===== src/rtl/rover_pkg.sv =====
// Shared rover drive types: H-bridge direction codes,
// arbiter FSM states, grant codes and the command bundle.
package rover_pkg;

  localparam logic [3:0] DIR_COAST = 4'b0000;
  localparam logic [3:0] DIR_FWD   = 4'b0110;
  localparam logic [3:0] DIR_REV   = 4'b1001;
  localparam logic [3:0] DIR_PIVL  = 4'b0101;
  localparam logic [3:0] DIR_PIVR  = 4'b1010;

  typedef enum logic [1:0] {
    ST_IDLE  = 2'd0,
    ST_RUN   = 2'd1,
    ST_DEAD  = 2'd2,
    ST_ESTOP = 2'd3
  } state_e;

  typedef enum logic [1:0] {
    GNT_NONE  = 2'b00,
    GNT_ESTOP = 2'b01,
    GNT_MIS   = 2'b10,
    GNT_LF    = 2'b11
  } grant_e;

  typedef struct packed {
    logic [3:0]  dir;
    logic [11:0] duty_a;
    logic [11:0] duty_b;
  } cmd_t;

  // Both legs of one bridge high would short the supply.
  function automatic logic dir_illegal(input logic [3:0] d);
    return (d[3:2] == 2'b11) || (d[1:0] == 2'b11);
  endfunction

endpackage


===== src/rtl/duty_ramp.sv =====
// Per-channel PWM duty slew limiter; moves at most STEP
// toward the target on each tick, clear forces zero.
module duty_ramp
  import rover_pkg::*;
#(
  parameter logic [11:0] STEP = 12'd250
) (
  input  logic        clk,
  input  logic        rst_n,
  input  logic        tick,
  input  logic        clear,
  input  logic [11:0] target,
  output logic [11:0] duty
);

  logic [11:0] duty_q;
  logic [11:0] duty_d;
  logic [12:0] diff;

  always_comb begin
    duty_d = duty_q;
    diff   = '0;
    if (clear) begin
      duty_d = '0;
    end else if (tick) begin
      if (target > duty_q) begin
        diff   = {1'b0, target} - {1'b0, duty_q};
        duty_d = (diff > {1'b0, STEP}) ? duty_q + STEP : target;
      end else begin
        diff   = {1'b0, duty_q} - {1'b0, target};
        duty_d = (diff > {1'b0, STEP}) ? duty_q - STEP : target;
      end
    end
  end

  always_ff @(posedge clk) begin
    if (!rst_n) begin
      duty_q <= '0;
    end else begin
      duty_q <= duty_d;
    end
  end

  assign duty = duty_q;

endmodule


===== src/rtl/motor_cmd_arbiter.sv =====
// Fixed-priority motor command arbiter with direction
// dead time, emergency stop and ramped PWM duties.
module motor_cmd_arbiter
  import rover_pkg::*;
#(
  parameter int          DEADTIME_CYC = 1000,
  parameter int          RAMP_DIV     = 100,
  parameter logic [11:0] RAMP_STEP    = 12'd250
) (
  input  logic        clk,
  input  logic        rst_n,
  input  logic        estop,
  input  logic        mis_req,
  input  logic [3:0]  mis_dir,
  input  logic [11:0] mis_dutyA,
  input  logic [11:0] mis_dutyB,
  input  logic        lf_req,
  input  logic [3:0]  lf_dir,
  input  logic [11:0] lf_dutyA,
  input  logic [11:0] lf_dutyB,
  output logic [3:0]  Direction,
  output logic [11:0] DutyA,
  output logic [11:0] DutyB,
  output logic [1:0]  grant,
  output logic        dir_err
);

  localparam int DW = $clog2(DEADTIME_CYC + 1);
  localparam int RW = $clog2(RAMP_DIV + 1);

  state_e      state_q;
  logic [3:0]  dir_q;
  logic [DW-1:0] dead_q;
  logic [RW-1:0] rcnt_q;
  grant_e      grant_q;
  logic        err_q;

  cmd_t   req;
  cmd_t   tgt;
  grant_e gnt_d;
  logic   err_d;
  logic   tick;
  logic   hold;

  always_comb begin
    req   = '0;
    gnt_d = GNT_NONE;
    if (estop) begin
      gnt_d = GNT_ESTOP;
    end else if (mis_req) begin
      gnt_d = GNT_MIS;
      req   = '{mis_dir, mis_dutyA, mis_dutyB};
    end else if (lf_req) begin
      gnt_d = GNT_LF;
      req   = '{lf_dir, lf_dutyA, lf_dutyB};
    end
    err_d = (gnt_d == GNT_MIS || gnt_d == GNT_LF)
            && dir_illegal(req.dir);
    tgt   = err_d ? '0 : req;
  end

  assign tick = (rcnt_q == RW'(RAMP_DIV - 1));

  always_ff @(posedge clk) begin
    if (!rst_n) begin
      rcnt_q <= '0;
    end else begin
      rcnt_q <= tick ? '0 : rcnt_q + 1'b1;
    end
  end

  always_ff @(posedge clk) begin
    if (!rst_n) begin
      state_q <= ST_IDLE;
      dir_q   <= DIR_COAST;
      dead_q  <= '0;
      grant_q <= GNT_NONE;
      err_q   <= 1'b0;
    end else begin
      grant_q <= gnt_d;
      err_q   <= err_d;
      if (estop) begin
        state_q <= ST_ESTOP;
        dir_q   <= DIR_COAST;
        dead_q  <= '0;
      end else begin
        unique case (state_q)
          ST_IDLE: begin
            if (tgt.dir != DIR_COAST) begin
              state_q <= ST_RUN;
              dir_q   <= tgt.dir;
            end
          end
          ST_RUN: begin
            if (tgt.dir == DIR_COAST) begin
              state_q <= ST_IDLE;
              dir_q   <= DIR_COAST;
            end else if (tgt.dir != dir_q) begin
              state_q <= ST_DEAD;
              dir_q   <= DIR_COAST;
              dead_q  <= '0;
            end
          end
          ST_DEAD: begin
            // Last dead cycle hands straight to RUN if asked.
            if (dead_q == DW'(DEADTIME_CYC - 1)) begin
              dead_q <= '0;
              if (tgt.dir != DIR_COAST) begin
                state_q <= ST_RUN;
                dir_q   <= tgt.dir;
              end else begin
                state_q <= ST_IDLE;
              end
            end else begin
              dead_q <= dead_q + 1'b1;
            end
          end
          ST_ESTOP: begin
            state_q <= ST_DEAD;
            dead_q  <= '0;
          end
          default: begin
            state_q <= ST_IDLE;
            dir_q   <= DIR_COAST;
          end
        endcase
      end
    end
  end

  assign hold = (state_q == ST_RUN) && (tgt.dir == dir_q)
                && !estop;

  duty_ramp #(.STEP(RAMP_STEP)) u_ramp_a (
    .clk    (clk),
    .rst_n  (rst_n),
    .tick   (tick),
    .clear  (!hold),
    .target (tgt.duty_a),
    .duty   (DutyA)
  );

  duty_ramp #(.STEP(RAMP_STEP)) u_ramp_b (
    .clk    (clk),
    .rst_n  (rst_n),
    .tick   (tick),
    .clear  (!hold),
    .target (tgt.duty_b),
    .duty   (DutyB)
  );

  assign Direction = dir_q;
  assign grant     = grant_q;
  assign dir_err   = err_q;

endmodule

===== config.mk =====
export PLATFORM = sky130hd
export DESIGN_NAME = motor_cmd_arbiter
export DESIGN_NICKNAME = d
export VERILOG_FILES = /design/src/rtl/rover_pkg.sv /design/src/rtl/duty_ramp.sv /design/src/rtl/motor_cmd_arbiter.sv
export SDC_FILE = /design/constraint.sdc
export NUM_CORES = 1
export LEC_CHECK = 0
export BUFFER_PORTS_ARGS = -buffer_cell sky130_fd_sc_hd__buf_2
export CAP_MARGIN = 25
export CORE_MARGIN = 2
export CORE_UTILIZATION = 52
export CTS_CLUSTER_SIZE = 40
export DETAILED_ROUTE_END_ITERATION = 6
export GPL_TIMING_DRIVEN = 0
export PLACE_DENSITY = 0.71
export SETUP_SLACK_MARGIN = 0.05
export SKIP_LAST_GASP = 1
export SLEW_MARGIN = 20
export SYNTH_ARGS = -nofsm -noshare
export SYNTH_HDL_FRONTEND = slang
export SYNTH_SLANG_ARGS = --single-unit

===== constraint.sdc =====
create_clock -name clk -period 6.9 [get_ports clk]
set_input_delay 0.345 -clock clk [delete_from_list [all_inputs] [get_ports clk]]
set_output_delay 0.345 -clock clk [all_outputs]
set_load 0.01 [all_outputs]

# After elaboration in Yosys (flattened, before gate mapping)
# Index checks and enable logic that the tools add are counted.
[classes]
n_addsub = 10
n_mul = 0
div_mod_pow = 0
n_lt_le_gt_ge = 6
n_eq_ne = 18
shifts = 0
n_mux = 29
bitwise_logic = 1
reduce_logical = 17
[ops]
columns = ["operator", "count"]
rows = [
  ["28-bit 2-to-1 mux", 4],
  ["12-bit 2-to-1 mux", 6],
  ["13-bit by 8-bit greater-than comparator with 1-bit output (second input constant)", 4],
  ["12-bit by 12-bit subtractor with 13-bit output", 4],
  ["10-bit 2-to-1 mux", 3],
  ["10-bit case mux with 3 select lines", 1],
  ["12-bit by 8-bit adder with 12-bit output (second input constant)", 2],
  ["12-bit greater-than comparator", 2],
  ["12-bit by 8-bit subtractor with 12-bit output (second input constant)", 2],
  ["2-bit 2-to-1 mux", 8],
  ["4-bit 2-to-1 mux", 4],
  ["2-bit equality test (second input constant)", 6],
  ["4-bit case mux with 3 select lines", 1],
  ["10-bit by 1-bit adder with 10-bit output (second input constant)", 1],
  ["10-bit equality test (second input constant)", 1],
  ["3-bit != test (second input constant)", 3],
  ["3-bit AND reduction", 3],
  ["2-bit case mux with 4 select lines", 1],
  ["7-bit by 1-bit adder with 7-bit output (second input constant)", 1],
  ["7-bit equality test (second input constant)", 1],
  ["2-bit != test (second input constant)", 3],
  ["3-bit nonzero test", 2],
  ["4-bit equality test", 1],
  ["4-bit zero test", 1],
  ["other kinds (12)", 16],
]
[word_totals]
reg_bits = 50
latchBits = 0
ram_bits = 0
mem_bits_ro = 0
n_memories = 0

# Logic depth before layout (Yosys ltp)
# Gate-level depths: netlist of run 1.
[logic_depth]
depth_word = 12
mapped_depth = 22
mapped_depth_nobuf = 17

# By module
# Synthesis of run 1 repeated with hierarchy kept, for this count alone.
[unflattened]
cells_unflattened = 868
hier_area_um2 = 6640.1
[modules_own_cells]
columns = ["mod", "n_inst", "cells_each", "area_per_inst_um2"]
rows = [
  ["duty_ramp at u_ramp_a", 1, 325, 2434.8],
  ["duty_ramp at u_ramp_b", 1, 310, 2331.0],
  ["motor_cmd_arbiter", 1, 233, 1874.3],
]

# Worst setup path before layout of run 1
# No wires, ideal clock.
[synth_timing]
path_type = "input to register"
startpoint = "input mis_req"
endpoint = "register u_ramp_b.duty_q[7], in the netlist u_ramp_b.duty[7]"
setup_time_ns = 0.079
arrival_time_ns = 4.636
path_slack_ns = 2.184
stages = 21
path_buffers = 5
path_cell_list = "buf_2 nor2b_1 clkbuf_1 a22o_1 a221o_1 buf_1 clkbuf_1 nor2_1 ha_1 inv_1 fa_1 and3_4 o21ba_1 o32a_4 xnor2_2 a32oi_2 a21oi_2 a32o_1 buf_6 a221o_1 a211oi_2"
[synth_between]
elab_chain_len = 10
elab_cells_between_ends = 24
classes_between = "add/sub: 2; order compare: 3; eq/ne: 5; mux: 8; reduce/logical: 6"
[synth_lines]
columns = ["item", "line_no", "rtl"]
rows = [
  ["from (decl)", "motor_cmd_arbiter.sv:13", "input logic mis_req,"],
  ["2-bit 2-to-1 mux or 28-bit 2-to-1 mux (tied branches)", "motor_cmd_arbiter.sv:50", "end else if (mis_req) begin"],
  ["2-bit 2-to-1 mux or 28-bit 2-to-1 mux (tied branches)", "motor_cmd_arbiter.sv:48", "if (estop) begin"],
  ["2-bit equality test (on tied branches)", "motor_cmd_arbiter.sv:57, rover_pkg.sv:33", ""],
  ["1-bit logical OR (on tied branches)", "motor_cmd_arbiter.sv:57, rover_pkg.sv:33", ""],
  ["1-bit logical AND", "motor_cmd_arbiter.sv:58", "&& dir_illegal(req.dir);"],
  ["28-bit 2-to-1 mux *", "motor_cmd_arbiter.sv:59", "tgt = err_d ? '0 : req;"],
  ["12-bit by 12-bit subtractor with 13-bit output, or another cell as far along", "duty_ramp.sv:30", "diff = {1'b0, duty_q} - {1'b0, target};"],
  ["13-bit by 8-bit greater-than comparator with 1-bit output, or another cell as far along", "duty_ramp.sv:31", "duty_d = (diff > {1'b0, STEP}) ? duty_q - STEP : target;"],
  ["12-bit 2-to-1 mux, or another cell as far along", "duty_ramp.sv:31", ""],
  ["12-bit 2-to-1 mux or 2-bit AND reduction (tied branches)", "--", ""],
  ["to (signal assigned)", "duty_ramp.sv:40", "duty_q <= duty_d;"],
  ["to (decl)", "duty_ramp.sv:16", "logic [11:0] duty_q;"],
]
# Every way passes the cells marked *; elsewhere a longest branch is shown, timed or not.
# A chain may end at the register's enable or synchronous reset.

# Worst setup path after layout of run 1
[layout_timing]
startpoint = "input lf_req"
endpoint = "register u_ramp_a.duty_q[2], in the netlist u_ramp_a.duty[2]"
[layout_between]
elab_chain_len = 11
elab_cells_between_ends = 26
classes_between = "add/sub: 2; order compare: 3; eq/ne: 5; mux: 10; reduce/logical: 6"
[layout_lines]
columns = ["item", "line_no", "rtl"]
rows = [
  ["from (decl)", "motor_cmd_arbiter.sv:17", "input logic lf_req,"],
  ["2-bit 2-to-1 mux or 28-bit 2-to-1 mux (tied branches)", "motor_cmd_arbiter.sv:53", "end else if (lf_req) begin"],
  ["2-bit 2-to-1 mux or 28-bit 2-to-1 mux (tied branches)", "motor_cmd_arbiter.sv:50", ""],
  ["2-bit 2-to-1 mux or 28-bit 2-to-1 mux (tied branches)", "motor_cmd_arbiter.sv:48", ""],
  ["2-bit equality test (on tied branches)", "motor_cmd_arbiter.sv:57, rover_pkg.sv:33", ""],
  ["1-bit logical OR (on tied branches)", "motor_cmd_arbiter.sv:57, rover_pkg.sv:33", ""],
  ["1-bit logical AND", "motor_cmd_arbiter.sv:58", ""],
  ["28-bit 2-to-1 mux *", "motor_cmd_arbiter.sv:59", ""],
  ["12-bit by 12-bit subtractor with 13-bit output, or another cell as far along", "duty_ramp.sv:30", ""],
  ["13-bit by 8-bit greater-than comparator with 1-bit output, or another cell as far along", "duty_ramp.sv:31", ""],
  ["12-bit 2-to-1 mux, or another cell as far along", "duty_ramp.sv:31", ""],
  ["12-bit 2-to-1 mux or 2-bit AND reduction (tied branches)", "--", ""],
  ["to (signal assigned)", "duty_ramp.sv:40", ""],
  ["to (decl)", "duty_ramp.sv:16", ""],
]
# Marks and branches as above.

==> results of run 1 <==
[power by group]
group | leakage (nW) | switching [mW] | internal [mW] | total [mW]
clock | 0.0759 | 0.127 | 0.139 | 0.266
combinational | 2.37 | 0.248 | 0.157 | 0.405
sequential | 0.405 | 0.00284 | 0.292 | 0.295
total | 2.85 | 0.378 | 0.588 | 0.966
[cells by family (layout without fill, tap and decap cells)]
| kind of cell | Yosys count | in the layout | synth area share (%) |
|---|---|---|---|
| other | 0 | 1 | 0 |
| and+or+nand+nor | 323 | 323 | 25.7 |
| buffers and inverters | 117 | 215 | 7.49 |
| DFF | 50 | 50 | 16.0 |
| xor gates and xnor gates | 37 | 37 | 5.29 |
| adders and majority gates | 60 | 60 | 12.5 |
| muxes | 4 | 4 | 0.659 |
| AOI/OAI and AO/OA | 285 | 285 | 32.4 |
[layout make-up]
| cell class | count | share of cell area, % |
|---|---|---|
| clock inverters | 3 | 0.408 |
| clock buffers | 5 | 1.77 |
| well taps | 147 | 2.61 |
| inverters | 67 | 3.57 |
| repair buffers | 90 | 6.39 |
| multi-input cells | 709 | 67.9 |
| diodes | 1 | 0.0355 |
| flip-flops and latches | 50 | 14.2 |
| plain buffers | 50 | 3.09 |
[flip-flops by register name, indices dropped and copies added (netlist names)]
register and cells:
dead_q 10, rcnt_q 7, u_ramp_b.duty 12, u_ramp_a.duty 12, grant 2, Direction 4, dir_err 1, state_q 2
[cells in the final DEF (no fill, tap or decap), types with 10 or more instances in the layout]
master | Yosys | final
a211oi_1 | 12 | 12
a21o_1 | 14 | 14
a21oi_1 | 50 | 50
a221oi_1 | 10 | 10
a22oi_1 | 28 | 28
a31oi_1 | 21 | 21
buf_2 | 9 | 99
clkbuf_1 | 34 | 34
dfxtp_1 | 50 | 50
ha_1 | 56 | 56
inv_1 | 67 | 67
nand2_1 | 67 | 67
nand3_1 | 23 | 23
nand4_1 | 15 | 15
nor2_1 | 97 | 97
nor2b_1 | 13 | 13
nor3_1 | 37 | 37
o211ai_1 | 11 | 11
o21ai_0 | 40 | 40
or3_1 | 14 | 14
xnor2_1 | 18 | 18
xor2_1 | 18 | 18
[through the flow]
stage	power, mW	utilization, %
after detailed placement	0.695	58.1
after global placement	0.694	58.1
after CTS	0.957	59.4
final	0.966	59.5
after global routing	1.02	59.4
after floorplan	0.594	-
[path summary, 6_finish.rpt]
check | slack [ns] | start | end | cells after the start
max | 1.09 | lf_req | u_ramp_a.duty[2] | 19
min | 0.34 | rst_n | grant[0] | 2
max reg2reg | 2.89 | u_ramp_a.duty[3] | u_ramp_a.duty[2] | 12
min reg2reg | 0.44 | rcnt_q[0] | rcnt_q[0] | 1
[worst reg2reg max path: stages, from the launching register on]
cell      delay, ns
dfxtp_1        0.41
clkbuf_1       0.33
inv_1          0.19
ha_1           0.41
and3_1         0.21
a211oi_2       0.37
o21ba_2        0.22
mux2_2         0.32
a311oi_1       0.35
a31oi_1        0.20
clkbuf_1       0.29
o311ai_0       0.45
a21oi_1        0.13
[per-layer routing]
| metal | share of wire, % | GRT usage (%) |
|---|---|---|
| met4 | 1.0 | 5.53 |
| met1 | 47 | 43.8 |
| met5 | 0 | 0 |
| met3 | 8.2 | 4.30 |
| met2 | 44 | 47.7 |
==> run_results.csv, run 1 <==
group,metric,value,unit
finish,final_area,7050,um^2
setup_path,max_stage_delay,0.65,ns
global_routing,grt_pass1_wl,31.5,mm
floorplan,start_util,52.8,%
setup_path,crit_buf_inv,6,
sta,setup_viol,0,
floorplan,die_h,114,um
run,maxCapViolations,0,
synth,synth_top_area_cell,"dfxtp_1",
synth,avgSynthCellArea,7.15,um^2
detailed_routing,dr.pass1.iters,5,
global_routing,grt_pass1_vias,6284,
sta,fin_crit,5.81,ns
finish,fillerInstances,1179,
detailed_routing,drcViolationCount,0,
floorplan,coreArea,11900,um^2
sta,fin_skew,0.00536,ns
finish,area_delta_synth_final,12.6,%
finish,drive_above_1_share,13.4,%
synth,ys_seq_area_share,16.0,%
clock_network,insertion_delay,0.30,ns
power_and_ir_drop,ir_drop,0.104,mV
setup_path,crit_slowest_cell,"buf_1",
synth,async_reset_ff_share,0,%
sta,max_freq,172,MHz
finish,nNetsFinal,1094,
setup_path,worst_setup_path_end_kind,"register",
detailed_routing,via_count,6905,
hold_path,hold_class,"input port to register",
synth,synth_edf_count,0,
finish,seq_area,1000,um^2
synth,synth_top_cell_area_share,16.0,%
floorplan,boundaryPins,92,
placement,io_buffers,90,
clock_network,clockBufferDepth,2,
power_and_ir_drop,leakagePower,2.85,nW
clock_network,clock_sinks,50,
placement,dp_cells,1113,
finish,multiInputGateArea,4790,um^2
sta,slew_violations,0,
global_routing,grtUsageTotal,30.0,%
setup_path,worstPathArrival,5.98,ns
synth,syn_inst,876,
outcome,status,"completed",
synth,yosys-top-cells-area,"dfxtp_1 (16%), ha_1 (11%), nor2_1 (5.8%)",
clock_network,cts_tree,"yes",
clock_network,hold_buffers,0,
setup_path,critPathTopFamily,"buffers and inverters",
clock_network,numCtsBuffers,5,
setup_path,crit_type,"input port to register",
synth,ys.flop_type,"dfxtp_1",
detailed_routing,postRouteAntennaNets,0,
sta,rsz0062_at_grt,"false",
setup_path,cp.required,7.06,ns
synth,synth_common_cells,"nor2_1 (97), inv_1 (67), nand2_1 (67)",
setup_path,cp_cell_sequence,"buf_2 > nor2b_1 > clkbuf_1 > a22o_1 > a221o_1 > buf_1 > clkbuf_1 > nor2_1 > ha_1 > clkbuf_1 > and4_1 > nand2_1 > a21oi_1 > o21bai_1 > a311oi_1 > a31oi_1 > clkbuf_1 > o311ai_0 > a21oi_1",
placement,dp_hpwl,15.0,mm
clock_network,cts_setup_buffers,0,
clock_network,clk_pin_slew,0.08,ns
setup_path,startpoint_type,"input port",
detailed_routing,drt_iter0_drc,623,
floorplan,die_w,114,um
clock_network,ctsHtreeMaxLevel,2,
sta,fin_crit_sh,84.2,%
placement,gp_congestion,0.954,
floorplan,rows,40,
placement,placed_cell_area,6900,um^2
synth,syn-num-nets,997,
sta,finalHoldViolCount,0,
detailed_routing,via_per_inst,6.15,
synth,synth_cell_types,82,
setup_path,crit_path_frequent_cell,"clkbuf_1",
clock_network,cts_resized,0,
synth,synth_area,6260,um^2
clock_network,cts-root-buf,"clkbuf_16",
global_routing,antenna_found_initial,1,
synth,yosys_warnings,0,
synth,synth.most_common_cell,"nor2_1",
synth,ys_ff_latch,50,
finish,final_cells,1122,
global_routing,grt_max_degree,19,
sta,worst_slack,1.09,ns
sta,slew_headroom,44.2,%
global_routing,grt-ovfl-total,0,
sta,worst_pin_slew,0.837,ns
setup_path,critPathMaxFanout,10,
power_and_ir_drop,power_density,137,nW/um^2
floorplan,die-area,12900,um^2
detailed_routing,wire_per_inst,17.2,um
sta,setup_tns,0,ns
sta,hold_ws,0.344,ns
detailed_routing,routed_wl,19.3,mm
placement,pre_cts_ws,0.946,ns
No activity file was read; power rests on OpenSTA's default activity.
==> run 2: changes to the inputs <==
==> constraint.sdc (replaced) <==
create_clock -name clk -period 5.7 [get_ports clk]
set_input_delay 0.285 -clock clk [delete_from_list [all_inputs] [get_ports clk]]
set_output_delay 0.285 -clock clk [all_outputs]
set_load 0.01 [all_outputs]
==> run 2 against run 1 <==
Net effect: sequential share of layout area down 0.073 points; die area is the same; total power up 22%; hold slack got worse by 0.056 ns; largest cell class unchanged; register-to-register slack lost 1.2 ns; cell count stayed put; utilization is 0.31 points higher; first-iteration DRC count shrank 11%; flip-flop and latch count stayed put; sequential power increased by 21%; design area rose by 0.51%.
==> run_results.csv, run 2 (same netlist as run 1, synthesis figures left out) <==
group,metric,value,unit
power_and_ir_drop,switchingPower,0.463,mW
outcome,status,"completed",
power_and_ir_drop,p_total,1.18,mW
finish,area_delta_synth_final,13.2,%
sta,rsz0062_at_grt,"false",
clock_network,hold_buffers,0,
setup_path,worstPathArrival,5.46,ns
setup_path,startpoint_type,"input port",
setup_path,r2r_setup_slack,1.70,ns
floorplan,boundaryPins,92,
detailed_routing,via_count,6893,
power_and_ir_drop,power_density,166,nW/um^2
floorplan,die_h,114,um
global_routing,grt_pass1_vias,6284,
setup_path,critical_path_depth,20,
placement,gp_congestion,0.954,
sta,setup_tns,0,ns
setup_path,rr_worst_depth,12,
sta,fin_crit_sh,92.9,%
global_routing,antenna_found_initial,1,
floorplan,coreArea,11900,um^2
finish,final_cells,1122,
hold_path,hold_class,"input port to register",
setup_path,cp_cell_sequence,"buf_2 > nor2b_1 > clkbuf_1 > a22o_1 > a221o_1 > clkbuf_2 > clkbuf_2 > nor2_4 > ha_1 > inv_1 > fa_1 > and3_1 > a211oi_2 > o21ba_2 > mux2_2 > a311oi_1 > a31oi_1 > clkbuf_1 > o311ai_0 > a21oi_1",
power_and_ir_drop,switching_share,39.3,%
power_and_ir_drop,clockPowerShare,27.3,%
finish,final_area,7090,um^2
placement,io_buffers,90,
floorplan,rows,40,
setup_path,worst_setup_path_end_kind,"register",
sta,hold_ws,0.288,ns
sta,slew_violations,0,
placement,placed_cell_area,6900,um^2
global_routing,grtUsageTotal,30.0,%
floorplan,die-area,12900,um^2
finish,final_common_cell,"buf_2",
power_and_ir_drop,comb_power_share,42.4,%
detailed_routing,postRouteAntennaNets,0,
power_and_ir_drop,internal_power,0.715,mW
hold_path,hold_path_depth,2,
clock_network,ctsHtreeMaxLevel,2,
placement,dp_cells,1113,
sta,worst_pin_slew,0.784,ns
global_routing,grt_max_degree,19,
sta,finalHoldViolCount,0,
clock_network,clock_sinks,50,
floorplan,start_util,52.8,%
setup_path,critPathTopFamily,"compound AO/OA/AOI/OAI gates",
setup_path,crit_type,"input port to register",
detailed_routing,via_per_inst,6.14,
setup_path,critPathMaxFanout,10,
floorplan,die_w,114,um
global_routing,grt_pass1_wl,31.5,mm
power_and_ir_drop,pwr-share-seq,30.3,%
sta,max_freq,189,MHz
clock_network,clockBufferDepth,2,
finish,seq_area,1000,um^2
finish,fillerInstances,1176,
detailed_routing,wire_per_inst,17.3,um
placement,pre_cts_ws,-0.194,ns
clock_network,numCtsBuffers,5,
setup_path,max_stage_delay,0.44,ns
power_and_ir_drop,leakagePower,2.87,nW
finish,nNetsFinal,1094,
global_routing,grt-ovfl-total,0,
clock_network,cts_tree,"yes",
sta,fin_crit,5.29,ns
detailed_routing,dr.pass1.iters,5,
detailed_routing,routed_wl,19.4,mm
detailed_routing,drcViolationCount,0,
sta,fin_skew,0.00508,ns
sta,worst_slack,0.407,ns
clock_network,cts_setup_buffers,0,
clock_network,insertion_delay,0.30,ns
placement,dp_hpwl,15.0,mm
setup_path,crit_buf_inv,6,
finish,multiInputGateArea,4820,um^2
finish,drive_above_1_share,14.2,%
clock_network,cts_resized,0,
run,maxCapViolations,0,
sta,slew_headroom,47.3,%
sta,setup_viol,0,
clock_network,clk_pin_slew,0.07,ns
power_and_ir_drop,ir_drop,0.127,mV
setup_path,crit_slowest_cell,"o311ai_0",
finish,final_cell_mix,"buf_2 (99), nor2_1 (96), inv_1 (67), nand2_1 (67), ha_1 (56)",
finish,postLayoutCoreUtil,59.8,%
setup_path,cp.required,5.86,ns
clock_network,cts-root-buf,"clkbuf_16",
detailed_routing,drt_iter0_drc,553,
run 2: worst paths after layout:
| kind | endpoint | startpoint |
|---|---|---|
| worst min register to register | rcnt_q[0] | rcnt_q[0] |
| worst max-delay path | u_ramp_a.duty[2] | lf_req |
| worst min-delay path | grant[0] | rst_n |
| worst max register to register | u_ramp_a.duty[2] | u_ramp_a.duty[3] |
run 2: worst reg2reg max path: stages (launching register included):
cell and delay [ns]:
dfxtp_1 0.41, clkbuf_1 0.33, inv_1 0.19, ha_1 0.41, and3_1 0.21, a211oi_2 0.37, o21ba_2 0.21, mux2_2 0.33
a311oi_1 0.35, a31oi_1 0.20, clkbuf_1 0.30, o311ai_0 0.45, a21oi_1 0.12
run 2: power by group through the flow:
stage	logic [mW]	clock network (mW)	registers [mW]
CTS	0.479	0.323	0.357
global placement	0.475	0	0.365
finish	0.500	0.321	0.357
detailed placement	0.476	0	0.365
global route	0.551	0.340	0.358
floorplan	0.353	0	0.365
run 2: layer usage:
| metal | vias to the layer above | part of all wire [%] | track usage, % |
|---|---|---|---|
| met3 | 20 | 7.9 | 4.30 |
| li1 | 3418 | - | - |
| met2 | 281 | 44 | 47.7 |
| met1 | 3174 | 47 | 43.8 |
| met4 | 0 | 1.2 | 5.53 |
| met5 | - | 0 | 0 |
run 2: layout make-up:
type,count,share of cell area [%]
Clock buffer,5,1.76
Inverter,67,3.55
Tap cell,147,2.59
Antenna cell,1,0.0353
Clock inverter,3,0.406
Sequential cell,50,14.1
Multi-Input combinational cell,709,68.1
Buffer,50,3.12
Timing Repair Buffer,90,6.35
==> run 3: changes to the inputs <==
--- a/config.mk
+++ b/config.mk
@@ -12,6 +12,7 @@
 export CTS_CLUSTER_SIZE = 40
 export DETAILED_ROUTE_END_ITERATION = 6
 export GPL_TIMING_DRIVEN = 0
+export HOLD_SLACK_MARGIN = 0.08
 export PLACE_DENSITY = 0.71
 export SETUP_SLACK_MARGIN = 0.05
 export SKIP_LAST_GASP = 1
==> constraint.sdc (replaced) <==
create_clock -name clk -period 6.06 [get_ports clk]
set_input_delay 0.303 -clock clk [delete_from_list [all_inputs] [get_ports clk]]
set_output_delay 0.303 -clock clk [all_outputs]
set_load 0.01 [all_outputs]
==> run 3 against run 2 <==
Net effect: critical endpoint unchanged; hold slack better by 0.014 ns; cell count unchanged; design area down 0.49%; largest cell class unchanged.
==> run_results.csv, run 3 (same netlist as run 1, synthesis figures left out) <==
group,metric,value,unit
sta,worst_pin_slew,0.784,ns
finish,area_delta_synth_final,12.6,%
global_routing,grt_pass1_wl,31.5,mm
sta,slew_headroom,47.3,%
sta,rsz0062_at_grt,"false",
detailed_routing,drt_iter0_drc,623,
sta,fin_skew,0.00530,ns
detailed_routing,via_per_inst,6.19,
setup_path,crit_type,"input port to register",
placement,dp_hpwl,15.0,mm
clock_network,hold_buffers,0,
sta,slew_violations,0,
detailed_routing,drcViolationCount,0,
clock_network,clk_pin_slew,0.08,ns
floorplan,die_w,114,um
clock_network,numCtsBuffers,5,
finish,final_common_cell,"buf_2",
sta,fin_crit_sh,92.8,%
power_and_ir_drop,p_total,1.10,mW
power_and_ir_drop,leakagePower,2.86,nW
sta,fin_crit,5.62,ns
power_and_ir_drop,power_density,156,nW/um^2
setup_path,worst_setup_path_end_kind,"register",
outcome,status,"completed",
floorplan,coreArea,11900,um^2
detailed_routing,wire_per_inst,17.3,um
placement,gp_congestion,0.954,
setup_path,startpoint_type,"input port",
setup_path,critPathMaxFanout,10,
floorplan,boundaryPins,92,
global_routing,grtUsageTotal,30.0,%
finish,final_cells,1122,
finish,drive_above_1_share,13.6,%
sta,setup_viol,0,
finish,fillerInstances,1178,
floorplan,start_util,52.8,%
placement,dp_cells,1113,
global_routing,grt-ovfl-total,0,
global_routing,grt_max_degree,19,
clock_network,cts_tree,"yes",
finish,multiInputGateArea,4790,um^2
global_routing,grt_pass1_vias,6284,
clock_network,ctsHtreeMaxLevel,2,
detailed_routing,via_count,6944,
floorplan,die_h,114,um
run,maxCapViolations,0,
detailed_routing,dr.pass1.iters,6,
finish,nNetsFinal,1094,
placement,io_buffers,90,
setup_path,worstPathArrival,5.79,ns
finish,final_cell_mix,"buf_2 (99), nor2_1 (97), inv_1 (67), nand2_1 (67), ha_1 (56)",
hold_path,hold_class,"input port to register",
detailed_routing,routed_wl,19.4,mm
clock_network,insertion_delay,0.30,ns
sta,finalHoldViolCount,0,
global_routing,antenna_found_initial,1,
floorplan,die-area,12900,um^2
clock_network,clock_sinks,50,
clock_network,clockBufferDepth,2,
detailed_routing,postRouteAntennaNets,0,
setup_path,cp.required,6.22,ns
floorplan,rows,40,
sta,max_freq,178,MHz
power_and_ir_drop,ir_drop,0.118,mV
sta,setup_tns,0,ns
clock_network,cts-root-buf,"clkbuf_16",
finish,seq_area,1000,um^2
## run 3: cell counts in the layout (fill, tap and decap cells not counted)
Identical to the previous run, type by type.
## run 3: area by class of cell
class	instances	share of cell area (%)
multi-input combinational	709	67.9
sequential	50	14.2
timing repair buffer	90	6.39
inverter	67	3.57
buffer	50	3.10
tap	147	2.61
clock buffer	5	1.77
clock inverter	3	0.408
antenna	1	0.0355
## run 3: what timing repair did
action                     in CTS  in global routing
setup buffers                   0                  0
setup endpoints to repair       0                 16
gates resized for setup         0                  1
## run 3: worst paths after layout
path	from	end	slack (ns)	depth (start not counted)
setup / recovery	lf_req	u_ramp_a.duty[2]	0.44	20
hold reg to reg	rcnt_q[0]	rcnt_q[0]	0.44	1
hold / removal	rst_n	grant[0]	0.30	2
setup reg to reg	u_ramp_a.duty[3]	u_ramp_a.duty[2]	2.03	12
## run 3: per-stage QoR
stage | util (%) | area, um^2 | setup slack (ns) | hold WS [ns]
final | 59.5 | 7050 | 0.435 | 0.302
after global routing | 59.5 | 7050 | 0.174 | 0.306
after CTS | 59.4 | 7050 | 0.436 | 0.297
after detailed placement | 58.1 | 6900 | 0.148 | 0.432
after global placement | 58.1 | 6900 | 0.137 | 0.423
after floorplan | - | 6260 | 1.39 | 0.413
## run 3: worst max-delay path, cell delays in order
cell and delay, ns:
buf_2 0.14, nor2b_1 0.13, clkbuf_1 0.26, a22o_1 0.30
a221o_1 0.40, clkbuf_2 0.30, clkbuf_1 0.29, nor2_1 0.42
ha_1 0.26, inv_1 0.06, fa_1 0.38, and3_1 0.17
a211oi_2 0.38, o21ba_2 0.22, mux2_2 0.33, a311oi_1 0.35
a31oi_1 0.20, clkbuf_1 0.30, o311ai_0 0.45, a21oi_1 0.12
## run 3: routing by layer
metal	share of wire [%]	vias to the layer above	track usage (%)
li1	-	3425	-
met1	47	3198	43.8
met2	44	304	47.7
met3	8.5	17	4.30
met4	1.0	0	5.53
met5	0	-	0
## run 3: report_power, final
part | switching (mW) | total [mW] | leakage (nW) | internal [mW]
Combinational | 0.282 | 0.461 | 2.38 | 0.179
Clock | 0.143 | 0.301 | 0.0759 | 0.158
Sequential | 0.00326 | 0.336 | 0.405 | 0.333
Total | 0.429 | 1.10 | 2.86 | 0.669
